==> src/rtl/cache_line_arbiter_if.sv <==
// Cache/physical-memory bus bundle for the line arbiter: I-cache read port,
// D-cache read/write-back port and the single burst physical-memory port.
interface cache_line_arbiter_if #(
    parameter int ADDR_W = 32,
    parameter int LINE_W = 256,
    parameter int BEAT_W = 64
);
    logic              imem_read;
    logic [ADDR_W-1:0] imem_address;
    logic [LINE_W-1:0] imem_rdata;
    logic              imem_resp;

    logic              dmem_read;
    logic              dmem_write;
    logic [ADDR_W-1:0] dmem_address;
    logic [LINE_W-1:0] dmem_wdata;
    logic [LINE_W-1:0] dmem_rdata;
    logic              dmem_resp;

    logic              pmem_read;
    logic              pmem_write;
    logic [ADDR_W-1:0] pmem_address;
    logic [BEAT_W-1:0] pmem_wdata;
    logic [BEAT_W-1:0] pmem_rdata;
    logic              pmem_resp;

    // Arbiter side.
    modport slave (
        input  imem_read, imem_address,
        output imem_rdata, imem_resp,
        input  dmem_read, dmem_write, dmem_address, dmem_wdata,
        output dmem_rdata, dmem_resp,
        output pmem_read, pmem_write, pmem_address, pmem_wdata,
        input  pmem_rdata, pmem_resp
    );

    // Cache and memory side.
    modport master (
        output imem_read, imem_address,
        input  imem_rdata, imem_resp,
        output dmem_read, dmem_write, dmem_address, dmem_wdata,
        input  dmem_rdata, dmem_resp,
        input  pmem_read, pmem_write, pmem_address, pmem_wdata,
        output pmem_rdata, pmem_resp
    );
endinterface

==> src/rtl/cache_line_arbiter.sv <==
// Serialises I-cache and D-cache line requests onto one burst memory port,
// splitting each line into BEATS beats and reassembling read lines.
module cache_line_arbiter #(
    parameter int ADDR_W = 32,
    parameter int LINE_W = 256,
    parameter int BEAT_W = 64
) (
    input  logic               clk,
    input  logic               rst,
    cache_line_arbiter_if.slave bus
);
    localparam int BEATS = LINE_W / BEAT_W;
    localparam int CNT_W = $clog2(BEATS);
    localparam int OFS_W = $clog2(LINE_W / 8);

    typedef enum logic [2:0] {IDLE, I_READ, D_READ, D_WRITE, RESP} state_t;

    state_t                        state;
    logic                          last_d;
    logic                          gnt_d;
    logic [ADDR_W-1:0]             addr;
    logic [CNT_W-1:0]              cnt;
    logic [BEATS-1:0][BEAT_W-1:0]  line;
    logic                          pread, pwrite, iresp, dresp;

    logic              want_i, want_d, pick_d, cnt_last;
    logic [ADDR_W-1:0] req_addr;

    assign want_i   = bus.imem_read;
    assign want_d   = bus.dmem_read | bus.dmem_write;
    // Under contention the cache not served last wins.
    assign pick_d   = want_d & (~want_i | ~last_d);
    assign req_addr = pick_d ? bus.dmem_address : bus.imem_address;
    assign cnt_last = (cnt == CNT_W'(BEATS - 1));

    always_ff @(posedge clk or negedge rst) begin
        if (!rst) begin
            state  <= IDLE;
            last_d <= 1'b0;
            gnt_d  <= 1'b0;
            addr   <= '0;
            cnt    <= '0;
            line   <= '0;
            pread  <= 1'b0;
            pwrite <= 1'b0;
            iresp  <= 1'b0;
            dresp  <= 1'b0;
        end else begin
            case (state)
                IDLE: begin
                    if (want_i || want_d) begin
                        addr   <= {req_addr[ADDR_W-1:OFS_W], {OFS_W{1'b0}}};
                        gnt_d  <= pick_d;
                        last_d <= pick_d;
                        cnt    <= '0;
                        if (pick_d && bus.dmem_write) begin
                            line   <= bus.dmem_wdata;
                            pwrite <= 1'b1;
                            state  <= D_WRITE;
                        end else begin
                            pread  <= 1'b1;
                            state  <= pick_d ? D_READ : I_READ;
                        end
                    end
                end
                I_READ, D_READ, D_WRITE: begin
                    if (bus.pmem_resp) begin
                        if (state != D_WRITE)
                            line[cnt] <= bus.pmem_rdata;
                        cnt <= cnt + 1'b1;
                        if (cnt_last) begin
                            pread  <= 1'b0;
                            pwrite <= 1'b0;
                            iresp  <= ~gnt_d;
                            dresp  <= gnt_d;
                            state  <= RESP;
                        end
                    end
                end
                RESP: begin
                    iresp <= 1'b0;
                    dresp <= 1'b0;
                    state <= IDLE;
                end
                default: state <= IDLE;
            endcase
        end
    end

    assign bus.pmem_read    = pread;
    assign bus.pmem_write   = pwrite;
    assign bus.pmem_address = addr;
    assign bus.pmem_wdata   = line[cnt];
    assign bus.imem_rdata   = line;
    assign bus.dmem_rdata   = line;
    assign bus.imem_resp    = iresp;
    assign bus.dmem_resp    = dresp;
endmodule

==> src/flat_wrapper.sv <==
// flat-port wrapper written by rule: the top's interface ports become plain ports
module cache_line_arbiter_flat 
#(
    parameter int ADDR_W = 32,
    parameter int LINE_W = 256,
    parameter int BEAT_W = 64
)
  (clk, rst, bus_imem_read, bus_imem_address, bus_imem_rdata, bus_imem_resp, bus_dmem_read, bus_dmem_write, bus_dmem_address, bus_dmem_wdata, bus_dmem_rdata, bus_dmem_resp, bus_pmem_read, bus_pmem_write, bus_pmem_address, bus_pmem_wdata, bus_pmem_rdata, bus_pmem_resp);
  cache_line_arbiter_if #(.ADDR_W(ADDR_W), .LINE_W(LINE_W), .BEAT_W(BEAT_W)) bus_i ();
  input  logic clk;
  input  logic rst;
  input wire logic [$bits(bus_i.imem_read)-1:0] bus_imem_read;
  input wire logic [$bits(bus_i.imem_address)-1:0] bus_imem_address;
  output wire logic [$bits(bus_i.imem_rdata)-1:0] bus_imem_rdata;
  output wire logic [$bits(bus_i.imem_resp)-1:0] bus_imem_resp;
  input wire logic [$bits(bus_i.dmem_read)-1:0] bus_dmem_read;
  input wire logic [$bits(bus_i.dmem_write)-1:0] bus_dmem_write;
  input wire logic [$bits(bus_i.dmem_address)-1:0] bus_dmem_address;
  input wire logic [$bits(bus_i.dmem_wdata)-1:0] bus_dmem_wdata;
  output wire logic [$bits(bus_i.dmem_rdata)-1:0] bus_dmem_rdata;
  output wire logic [$bits(bus_i.dmem_resp)-1:0] bus_dmem_resp;
  output wire logic [$bits(bus_i.pmem_read)-1:0] bus_pmem_read;
  output wire logic [$bits(bus_i.pmem_write)-1:0] bus_pmem_write;
  output wire logic [$bits(bus_i.pmem_address)-1:0] bus_pmem_address;
  output wire logic [$bits(bus_i.pmem_wdata)-1:0] bus_pmem_wdata;
  input wire logic [$bits(bus_i.pmem_rdata)-1:0] bus_pmem_rdata;
  input wire logic [$bits(bus_i.pmem_resp)-1:0] bus_pmem_resp;
  assign bus_i.imem_read = bus_imem_read;
  assign bus_i.imem_address = bus_imem_address;
  assign bus_imem_rdata = bus_i.imem_rdata;
  assign bus_imem_resp = bus_i.imem_resp;
  assign bus_i.dmem_read = bus_dmem_read;
  assign bus_i.dmem_write = bus_dmem_write;
  assign bus_i.dmem_address = bus_dmem_address;
  assign bus_i.dmem_wdata = bus_dmem_wdata;
  assign bus_dmem_rdata = bus_i.dmem_rdata;
  assign bus_dmem_resp = bus_i.dmem_resp;
  assign bus_pmem_read = bus_i.pmem_read;
  assign bus_pmem_write = bus_i.pmem_write;
  assign bus_pmem_address = bus_i.pmem_address;
  assign bus_pmem_wdata = bus_i.pmem_wdata;
  assign bus_i.pmem_rdata = bus_pmem_rdata;
  assign bus_i.pmem_resp = bus_pmem_resp;
  cache_line_arbiter #(.ADDR_W(ADDR_W), .LINE_W(LINE_W), .BEAT_W(BEAT_W)) u_core (.clk(clk), .rst(rst), .bus(bus_i));
endmodule
==> config.mk <==
export PLATFORM = sky130hd
export DESIGN_NAME = cache_line_arbiter_flat
export DESIGN_NICKNAME = d
export VERILOG_FILES = /design/src/rtl/cache_line_arbiter_if.sv /design/src/rtl/cache_line_arbiter.sv /design/src/flat_wrapper.sv
export SDC_FILE = /design/constraint.sdc
export NUM_CORES = 1
export LEC_CHECK = 0
export BUFFER_PORTS_ARGS = -buffer_cell sky130_fd_sc_hd__buf_4
export CORE_AREA = 2 2 396 398
export DETAILED_ROUTE_END_ITERATION = 10
export DIE_AREA = 0 0 398 400
export HOLD_SLACK_MARGIN = 0.12
export SLEW_MARGIN = 20
export SYNTH_ARGS = -nofsm -noshare
export SYNTH_HDL_FRONTEND = slang
export SYNTH_SLANG_ARGS = --single-unit
==> constraint.sdc <==
create_clock -name clk -period 6 [get_ports clk]
set_clock_uncertainty 0.05 [all_clocks]
set_input_delay 1.2 -clock clk [delete_from_list [all_inputs] [get_ports clk]]
set_output_delay 1.2 -clock clk [all_outputs]
set_load 0.01 [all_outputs]
==> Word level (Yosys, flattened, before mapping) <==
Index checks and enable logic that the tools add are counted.
{ "classes": {"bitwise_logic": 5, "add_sub_neg": 1, "n_eq_ne": 12, "magnitude_cmp": 2, "n_mux": 34, "n_reduce_logical": 14} }
{ "ops": {"columns": ["operator", "n"], "rows": [
  ["two-way mux 256 bit", 4],
  ["case mux 256 bit (2 select lines)", 1],
  ["bitwise mux 256 bit", 1],
  ["binary-select mux 64 bit (select 2 bit)", 1],
  ["demux 64 bit (select 2 bit)", 1],
  ["two-way mux 64 bit", 2],
  ["two-way mux 32 bit", 1],
  ["AND reduction 5 bit", 3],
  ["two-way mux 3 bit", 4],
  ["two-way mux 1 bit", 10],
  ["AND reduction 3 bit", 3],
  ["!= test 2 x 1 -> 1 bit, second input constant", 4],
  ["case mux 1 bit (2 select lines)", 4],
  ["== test 3 x 2 -> 1 bit, second input constant", 2],
  ["two-way mux 2 bit", 3],
  ["case mux 3 bit (2 select lines)", 1],
  ["!= test 2 bit, second input constant", 2],
  ["case mux 2 bit (2 select lines)", 1],
  ["nonzero test 2 bit", 2],
  ["== test 3 x 1 -> 1 bit, second input constant", 1],
  ["== test 3 bit, second input constant", 1],
  ["zero test 3 bit", 1],
  ["< comparator 2 x 3 -> 1 bit, second input constant", 1],
  ["!= test 3 x 2 -> 1 bit, second input constant", 1],
  ["10 further kinds", 13]
]} }
{ "word_totals": {"inputBits": 390, "reg_bits": 293} }

==> Logic depth before layout (Yosys ltp) <==
Gate-level depths: netlist of the first run.
{ "logic_depth": {"depth_word": 8, "ltp_mapped": 9} }

==> Least setup slack after synthesis of the first run <==
Ideal clock, no wire load.
{ "synth_timing": {"kind": "reg2out", "from": "register u_core.cnt[0]", "to": "output port bus_pmem_wdata[25]", "setup_slack_ps": 3236, "path_stages_with_launch": 4, "path_buffers": 2, "arrival_time_ps": 1514, "cell_sequence": "dfrtp_1 buf_2 buf_2 mux4_2"} }
{ "synth_between": {"elab_chain_cells": 2} }
{ "synth_rtl": {"columns": ["item", "line_no", "rtl"], "rows": [
  ["start, declared", "cache_line_arbiter.sv:22", "logic [CNT_W-1:0] cnt;"],
  ["start signal, assigned", "cache_line_arbiter.sv:70", "cnt <= cnt + 1'b1;"],
  ["binary-select mux 64 bit (select 2 bit)", "cache_line_arbiter.sv:93", "assign bus.pmem_wdata = line[cnt];"],
  ["two-way mux 64 bit (not written as such)", "cache_line_arbiter.sv:93", null],
  ["end, declared", "flat_wrapper.sv:25", "output wire logic [$bits(bus_i.pmem_wdata)-1:0] bus_pmem_wdata;"]
]} }
No other way between the ends. The select of a mux whose other input is x is not followed.

==> Worst setup path after layout of the first run <==
{ "layout_timing": {"from": "register u_core.cnt[0]", "to": "output port bus_pmem_wdata[2]"} }
The elaborated chain is that of the path after synthesis.

==> results of run 1 <==
-- final timing paths --
check                                              to  slack, ns  cells past startpoint
hold reg to reg                  u_core.bus.pmem_read       0.46                      2
setup reg to reg           u_core.bus.dmem_rdata[216]       2.40                      7
setup / recovery                    bus_pmem_wdata[2]       2.06                      3
min in group asynchronous   u_core.bus.dmem_rdata[34]       0.52                      1
hold / removal                   u_core.bus.pmem_read       0.46                      2
max in group asynchronous  u_core.bus.dmem_rdata[125]       4.17                      2
-- routing by layer --
metal | global-route usage [%] | up-vias | share of wire, %
li1 | - | 7582 | -
met4 | 4.863 | 24 | 3.5
met3 | 3.714 | 166 | 9.2
met5 | 0.5751 | - | 0.23
met2 | 21.65 | 1050 | 44
met1 | 19.46 | 8878 | 43
-- sequential cells by signal, summed over array words and instances, names as in the netlist --
signal and count:
u_core.cnt 2, u_core.bus.imem_resp 1, u_core.bus.pmem_read 1, u_core.last_d 1, u_core.bus.dmem_rdata 256, u_core.bus.pmem_address 27
u_core.state 3, u_core.bus.dmem_resp 1, u_core.bus.pmem_write 1
-- through the flow --
stage          instances  hold WS [ns]  setup slack (ns)
4_1_cts             4669        0.4567             1.925
3_3_place_gp        4599        0.4335             2.210
2_1_floorplan       1913        0.4437             3.236
3_5_place_dp        4600        0.4397             2.279
6_report            4683        0.4599             2.057
5_1_grt             4671        0.5002             1.909
-- cells by family (layout without fill, tap and decap cells) --
group | Yosys count | after routing | share of synthesized area, %
buffers and inverters | 400 | 1099 | 14.60
flip-flops | 293 | 293 | 39.38
AO/OA/AOI/OAI | 40 | 40 | 1.337
AND/OR/NAND/NOR | 822 | 822 | 18.61
XOR/XNOR | 1 | 1 | 0.04705
adder cells (fa/ha/maj) | 4 | 4 | 0.2688
multiplexers | 348 | 348 | 25.74
other | 1 | 18 | 0.02014
-- cell type report --
class                      count  area [µm²]
fill                       17225      127400
timing repair buffer        1026        7855
clock buffer                  55        1117
multi-input combinational   1220        8677
tap                         2058        2575
clock inverter                14       127.6
sequential                   293        7340
antenna                       13       32.53
inverter                       4       15.01
-- synth_stat cells (all sizes together) --
cell type and n:
nand3b 1, o21bai 1, clkbuf 39, a32o 2
dfrtp 293, conb 1, nor2 40, or3 2
mux4 64, o22ai 1, a21o 1, nand3 256
nand2 518, o21ba 1, nor3 3, a21oi 30
mux2i 28, o2bb2ai 1, a32oi 1, and3 1
mux2 256, buf 357, xor2 1, inv 4
ha 4, nor2b 1, o21ai 1, a31oi 1
-- power groups by stage --
| stage | Clock [mW] | Combinational [mW] | Sequential [mW] |
|---|---|---|---|
| after floorplan | 0 | 5.42 | 3.71 |
| after global placement | 0 | 9.80 | 4.05 |
| after detailed placement | 0 | 9.87 | 4.08 |
| after CTS | 2.45 | 9.90 | 4.06 |
| after global routing | 2.51 | 10.4 | 4.15 |
| final | 2.37 | 9.77 | 4.09 |
-- cell usage in the layout, fill, tap and decap left out, types with 6 or more instances in the layout --
cell type  instances
a21oi_1           30
clkbuf_8           6
mux2_2           181
mux2_4            50
dfrtp_1          291
buf_12            10
diode_2           13
clkbuf_1           9
buf_4           1014
clkbuf_16         40
mux2_1            25
nand2_1          518
nor2_1            35
mux2i_1           28
nand3_1          256
mux4_2            64
-- worst register-to-register path, delay by kind of cell (launching register included) --
| family | cells | cell delay (ns) |
|---|---|---|
| buffers and inverters | 3 | 1.45 |
| adders and majority gates | 1 | 0.61 |
| DFF | 1 | 0.55 |
| muxes | 1 | 0.48 |
| and+or+nand+nor | 2 | 0.35 |
==> flow_summary.toml, run 1 <==
[global_routing]
grt_use_total_pct = 14.28
grt_pass1_vias = 16731
grt.overflow.total = 0
grt_max_degree = 125
antenna_found_initial = 38
grt_pass1_wl_um = 154400

[worst_setup_path]
cp.arrival_ns = 2.69
worstSetupPathType = "reg2out"
cp-start-kind = "flop"
worstSetupStartpoint = "u_core.cnt[0]"
timing.rr.start = "u_core.cnt[0]"
slowest_stage = "mux4_2"
cpPeakStageDelay_ns = 0.71
cp-end-kind = "output pin"
crit_required_ns = 4.75
crit_buf_inv = 2
cp_cell_sequence = "buf_4 > mux4_2 > buf_4"
path_common_cell = "buf_4"
worst-path-max-fanout = 24
cp_top_family = "buffers and inverters"

[sta]
max_slew_margin_pct = 26.42
fin_crit_ns = 3.943
finalMaxSlewViolations = 0
rsz0062_at_grt = "false"
fmax_ghz = 0.2536
hold_viol_final = 0
worst_pin_slew_ns = 1.102
fin_tns_setup_ns = 0
finalSetupViolations = 0
fin_crit_sh_pct = 65.71

[logic_synthesis]
synthesis.area_mm2 = 0.01862
yosysTopAreaCell = "dfrtp_1"
yosysWarnings = 0
synth_area_leaders = "dfrtp_1 (39%), mux2_2 (11%), buf_4 (11%)"
synth.avg_cell_area_um2 = 9.753
synth_cell_types = 35
synth.top_cell.area_share_pct = 39.38
ys_seq_elements = 293
syn_inst = 1909
ys_seq_area_share_pct = 39.38

[die]
core_area_mm2 = 0.1551
start_util_pct = 12.00
die_h_um = 400
dieArea_mm2 = 0.1592
fp-row-count = 145
num_io_pins = 1002
die_w_um = 398

[drt]
dr.first_iter.drc_count = 1447
wirelength_um = 120400
wl_per_cell_um = 25.70
first_pass_iters = 5
ant_nets = 0
drc = 0
viasPerCell = 3.780
vias = 17700

[power]
p_leak_nw = 13.83
powerDensity_mw_per_mm2 = 585.1
p_comb_share_pct = 60.2
seqPwrFrac_pct = 25.2
fin_total_pwr_mw = 16.23
swShare_pct = 47.66
ir_drop_uv = 306.2
net-switching-power_mw = 7.735
p_int_mw = 8.495
clock_power_share_pct = 14.6

[cts]
clk_pin_slew_ns = 0.06
clock_latency_ns = 0.59
htreeDepth = 2
cts-hold-fix-buffers = 0
cts_root_buf = "clkbuf_16"
clk_path_buf_depth = 3
cts-resized-gates = 0
post-cts-setup-buffer-count = 0
cts_tree = "built"
cts_buffers = 39
clock-sinks = 293

[cells_and_area]
final_util_pct = 17.88
layout.nets = 2978
area_delta_synth_final_pct = 48.98
drive_gt1_share_pct = 53.48
final_area_mm2 = 0.02774

[place]
portBuffers = 986
place_congestion = 0.9348
dpl_cell_area_mm2 = 0.02643
dp_hpwl_um = 96030

[flow_run]
drv_cap = 0

[min_path]
min_from = "u_core.bus.pmem_read"
hp-class = "reg2reg"

[outcome]
status = "completed"
Power figures use the tool's default switching activity.
==> run 2: changes to the inputs <==
CORE_AREA = 2 2 389 391   (was 2 2 396 398)
DIE_AREA = 0 0 391 393   (was 0 0 398 400)
clock period = 4.1 ns   (was 6 ns; I/O delays follow)
==> run 2 against run 1 <==
Global-route usage increased by 0.63 points. Critical path depth stayed put. Hold slack got worse by 0.27 ns. Sequential share of layout area down 0.24 points. Register-to-register slack got worse by 1.2 ns. Combinational power rose by 49%. Final cell count fell by 2.0%.
==> flow_summary.toml, run 2 (synthesized netlist as in run 1, its figures left out) <==
[sta]
finalMaxSlewViolations = 0
hold_viol_final = 0
worst_pin_slew_ns = 1.072
finalSetupViolations = 0
fin_crit_sh_pct = 86.37
rsz0062_at_grt = "false"
max_slew_margin_pct = 28.40
fin_crit_ns = 3.541
fin_ws_ns = 0.5588
fin_tns_setup_ns = 0
fmax_ghz = 0.2824

[cts]
cts-hold-fix-buffers = 0
cts-resized-gates = 0
htreeDepth = 2
cts_tree = "built"
clock_latency_ns = 0.62
clk_path_buf_depth = 3
clk_pin_slew_ns = 0.06
post-cts-setup-buffer-count = 0
cts_root_buf = "clkbuf_16"
cts_buffers = 40
clock-sinks = 293

[drt]
dr.first_iter.drc_count = 1210
ant_nets = 0
drc = 0
wirelength_um = 121100
first_pass_iters = 6
wl_per_cell_um = 26.37
vias = 17859
viasPerCell = 3.890

[cells_and_area]
drive_gt1_share_pct = 54.08
final_area_mm2 = 0.02799
area_delta_synth_final_pct = 50.34
final.fill_count = 16571
layout.nets = 3000
layout_commonest_cell = "buf_4"
largest_reg_flops = 256
final_cell_mix = "buf_4 (1,030), nand2_1 (518), dfrtp_1 (291)"

[min_path]
hp-class = "in2async"

[place]
portBuffers = 986
dpl_cell_area_mm2 = 0.02653
dp_hpwl_um = 97060
place_congestion = 0.9150
preCtsSetupSlack_ns = 1.121

[die]
dieArea_mm2 = 0.1537
num_io_pins = 1002
die_w_um = 391
die_h_um = 393
core_area_mm2 = 0.1492
start_util_pct = 12.48
fp-row-count = 142

[worst_setup_path]
cp.arrival_ns = 2.67
cp-end-kind = "output pin"
worst-path-max-fanout = 26
worstSetupPathType = "reg2out"
cp-start-kind = "flop"
crit_required_ns = 3.23

[power]
ir_drop_uv = 518.1
p_comb_share_pct = 59.7
clock_power_share_pct = 15.9
swShare_pct = 47.02
p_leak_nw = 14.05
fin_total_pwr_mw = 24.44
p_int_mw = 12.95
net-switching-power_mw = 11.49
seqPwrFrac_pct = 24.3
powerDensity_mw_per_mm2 = 872.9

[global_routing]
antenna_found_initial = 30
grt_pass1_wl_um = 156400
grt_pass1_vias = 17255
grt_use_total_pct = 14.91
grt.overflow.total = 0
grt_max_degree = 126

[outcome]
status = "completed"

[flow_run]
drv_cap = 0
run 2: cell types whose count changed in the layout (fill, tap and decap cells not counted), moves of 3 or more:
cell,previous run,this run
buf_12,10,16
buf_4,1014,1030
bufinv_16,1,5
clkbuf_1,9,5
clkbuf_8,6,11
clkinvlp_4,4,1
diode_2,13,10
inv_6,1,5
run 2: layout make-up:
type / instances / area, µm² / share of cell area [%]
Clock inverter: 17 / 264.0 / 0.9431
Antenna cell: 10 / 25.02 / 0.08940
Tap cell: 1944 / 2432 / 8.689
Inverter: 4 / 15.01 / 0.05364
Multi-Input combinational cell: 1220 / 8677 / 31.00
Clock buffer: 56 / 1171 / 4.184
Timing Repair Buffer: 1047 / 8068 / 28.82
Sequential cell: 293 / 7340 / 26.22
run 2: power by group through the flow:
stage | logic (mW) | clock network, mW | registers [mW]
2_1_floorplan | 7.94 | 0 | 5.43
3_3_place_gp | 14.7 | 0 | 5.92
3_5_place_dp | 14.8 | 0 | 5.96
4_1_cts | 14.8 | 4.04 | 5.92
5_1_grt | 15.6 | 4.11 | 6.06
6_report | 14.6 | 3.90 | 5.94
run 2: final timing paths:
kind	start	endpoint	slack (ns)	cells after the start
min in group clk	bus_dmem_address[7]	u_core.bus.pmem_address[7]	0.46	3
worst max register to register	u_core.cnt[1]	u_core.bus.dmem_rdata[23]	1.16	6
worst max-delay path	u_core.cnt[1]	bus_pmem_wdata[14]	0.56	3
worst min-delay path	rst	u_core.bus.dmem_rdata[168]	0.19	1
worst min register to register	u_core.bus.pmem_read	u_core.bus.pmem_read	0.46	2
max in group asynchronous	rst	u_core.bus.dmem_rdata[70]	2.85	2
run 2: layer usage:
layer / up-vias / part of all wire (%) / GRT usage [%]
li1: 7628 / - / -
met1: 9036 / 42 / 19.39
met2: 990 / 46 / 23.67
met3: 193 / 8.8 / 4.087
met4: 12 / 3.4 / 5.090
met5: - / 0.050 / 0
run 2: metrics by stage:
stage / hold slack, ns / instances / util [%]
detailed placement: 0.4520 / 4508 / 17.78
CTS: 0.2097 / 4581 / 18.74
global placement: 0.4391 / 4508 / 17.78
floorplan: 0.4437 / 1913 / -
finish: 0.1911 / 4591 / 18.76
global route: 0.2352 / 4583 / 18.74
run 2: critical path: stages, from the launching register on:
cell	delay, ns
dfrtp_4	0.76
buf_4	0.52
mux4_2	0.49
buf_4	0.21
==> run 3: changes to the inputs <==
ABC_CLOCK_PERIOD_IN_PS = 3200   (was not set)
CORE_AREA = 2 2 395 397   (was 2 2 389 391)
DIE_AREA = 0 0 397 399   (was 0 0 391 393)
SKIP_LAST_GASP = 1   (was not set)
clock period = 3.2 ns   (was 4.1 ns; I/O delays follow)
==> run 3 against run 2 <==
Wire length is 5.4% higher. Combinational power is 33% higher. Register-to-register slack got worse by 0.46 ns.
==> flow_summary.toml, run 3 (synthesized netlist as in run 1, its figures left out) <==
[outcome]
status = "completed"

[sta]
fmax_ghz = 0.3247
finalMaxSlewViolations = 0
hold_ws_ns = 0.2822
fin_tns_setup_ns = 0
fin_crit_ns = 3.080
max_slew_margin_pct = 50.96
fin_ws_ns = 0.1204
worst_pin_slew_ns = 0.7357
hold_viol_final = 0
rsz0062_at_grt = "false"
finalSetupViolations = 0
fin_crit_sh_pct = 96.24

[cells_and_area]
final_util_pct = 18.50
final_cell_mix = "buf_4 (1,054), nand2_1 (518), dfrtp_1 (291)"
largest_reg_flops = 256
layout_commonest_cell = "buf_4"
drive_gt1_share_pct = 54.48
layout.nets = 3032
area_delta_synth_final_pct = 52.73

[drt]
first_pass_iters = 8
viasPerCell = 3.846
dr.first_iter.drc_count = 1525
wirelength_um = 127500
vias = 18161
ant_nets = 0
drc = 0
wl_per_cell_um = 27.01

[worst_setup_path]
worstSetupPathType = "reg2out"
worst-path-max-fanout = 40
cp.arrival_ns = 2.39
crit_required_ns = 2.51
cp-end-kind = "output pin"
cp-start-kind = "flop"

[power]
net-switching-power_mw = 14.97
powerDensity_mw_per_mm2 = 1120
p_leak_nw = 14.22
swShare_pct = 46.98
seqPwrFrac_pct = 23.3
p_int_mw = 16.89
ir_drop_uv = 673.8
p_comb_share_pct = 60.9
clock_power_share_pct = 15.9

[global_routing]
antenna_found_initial = 41
grt_max_degree = 133
grt_pass1_vias = 17163
grt_use_total_pct = 15.23
grt.overflow.total = 0
grt_pass1_wl_um = 163100

[flow_run]
drv_cap = 0

[die]
die_h_um = 399
fp-row-count = 144
dieArea_mm2 = 0.1584
start_util_pct = 12.11
core_area_mm2 = 0.1537
num_io_pins = 1002
die_w_um = 397

[cts]
clock_latency_ns = 0.61
clock-sinks = 293
cts_root_buf = "clkbuf_16"
post-cts-setup-buffer-count = 0
htreeDepth = 2
cts_buffers = 40
clk_pin_slew_ns = 0.07
clk_path_buf_depth = 3
cts_tree = "built"

[place]
preCtsSetupSlack_ns = 0.5864
place_congestion = 0.9453
portBuffers = 986
dp_hpwl_um = 103700

[min_path]
hp-class = "in2reg"
-- run 3: per-layer routing --
metal | vias to the layer above | wire, µm | track usage (%)
met2 | 1093 | 58070 | 24.03
met4 | 20 | 3801 | 4.454
met5 | - | 134 | 0
li1 | 7688 | - | -
met3 | 176 | 12680 | 4.268
met1 | 9184 | 52860 | 20.13
-- run 3: through the flow --
| step | total power, mW | cell area (µm²) | instances |
|---|---|---|---|
| CTS | 32.26 | 28410 | 4711 |
| finish | 31.86 | 28440 | 4722 |
| global placement | 26.93 | 26980 | 4639 |
| floorplan | 17.12 | 18630 | 1913 |
| global route | 33.36 | 28420 | 4715 |
| detailed placement | 27.05 | 26980 | 4639 |
-- run 3: critical path, cell delays in order, from the launching register on --
cell	delay [ns]
dfrtp_4	0.44
buf_12	0.36
mux4_2	0.70
buf_4	0.20
-- run 3: power groups by stage --
stage / registers (mW) / clock network [mW] / logic (mW)
2_1_floorplan: 6.95 / 0 / 10.2
3_3_place_gp: 7.40 / 0 / 19.5
3_5_place_dp: 7.45 / 0 / 19.6
4_1_cts: 7.41 / 5.19 / 19.7
5_1_grt: 7.55 / 5.32 / 20.5
6_report: 7.42 / 5.05 / 19.4
-- run 3: final cells by class --
cell class / instances / area (µm²)
antenna: 11 / 27.53
clock buffer: 54 / 1124
clock inverter: 17 / 299.0
fill: 16961 / 125300
inverter: 4 / 15.01
multi-input combinational: 1220 / 8677
sequential: 293 / 7340
tap: 2044 / 2557
timing repair buffer: 1079 / 8398
-- run 3: final timing paths --
kind                                               end  slack, ns  cells after the start                 start
max                                 bus_pmem_wdata[15]       0.12                      3         u_core.cnt[0]
min                        u_core.bus.pmem_address[15]       0.28                      3  bus_dmem_address[15]
max reg2reg                 u_core.bus.dmem_rdata[130]       0.70                      7         u_core.cnt[0]
min reg2reg                       u_core.bus.pmem_read       0.46                      2  u_core.bus.pmem_read
max in group asynchronous   u_core.bus.dmem_rdata[156]       1.55                      3                   rst
min in group asynchronous    u_core.bus.dmem_rdata[65]       0.53                      2                   rst
-- run 3: repair_timing --
action	CTS	global route
endpoints found under the setup margin	0	0
gates resized for setup	0	0
endpoints found under the hold margin	46	0
hold buffers	1	0
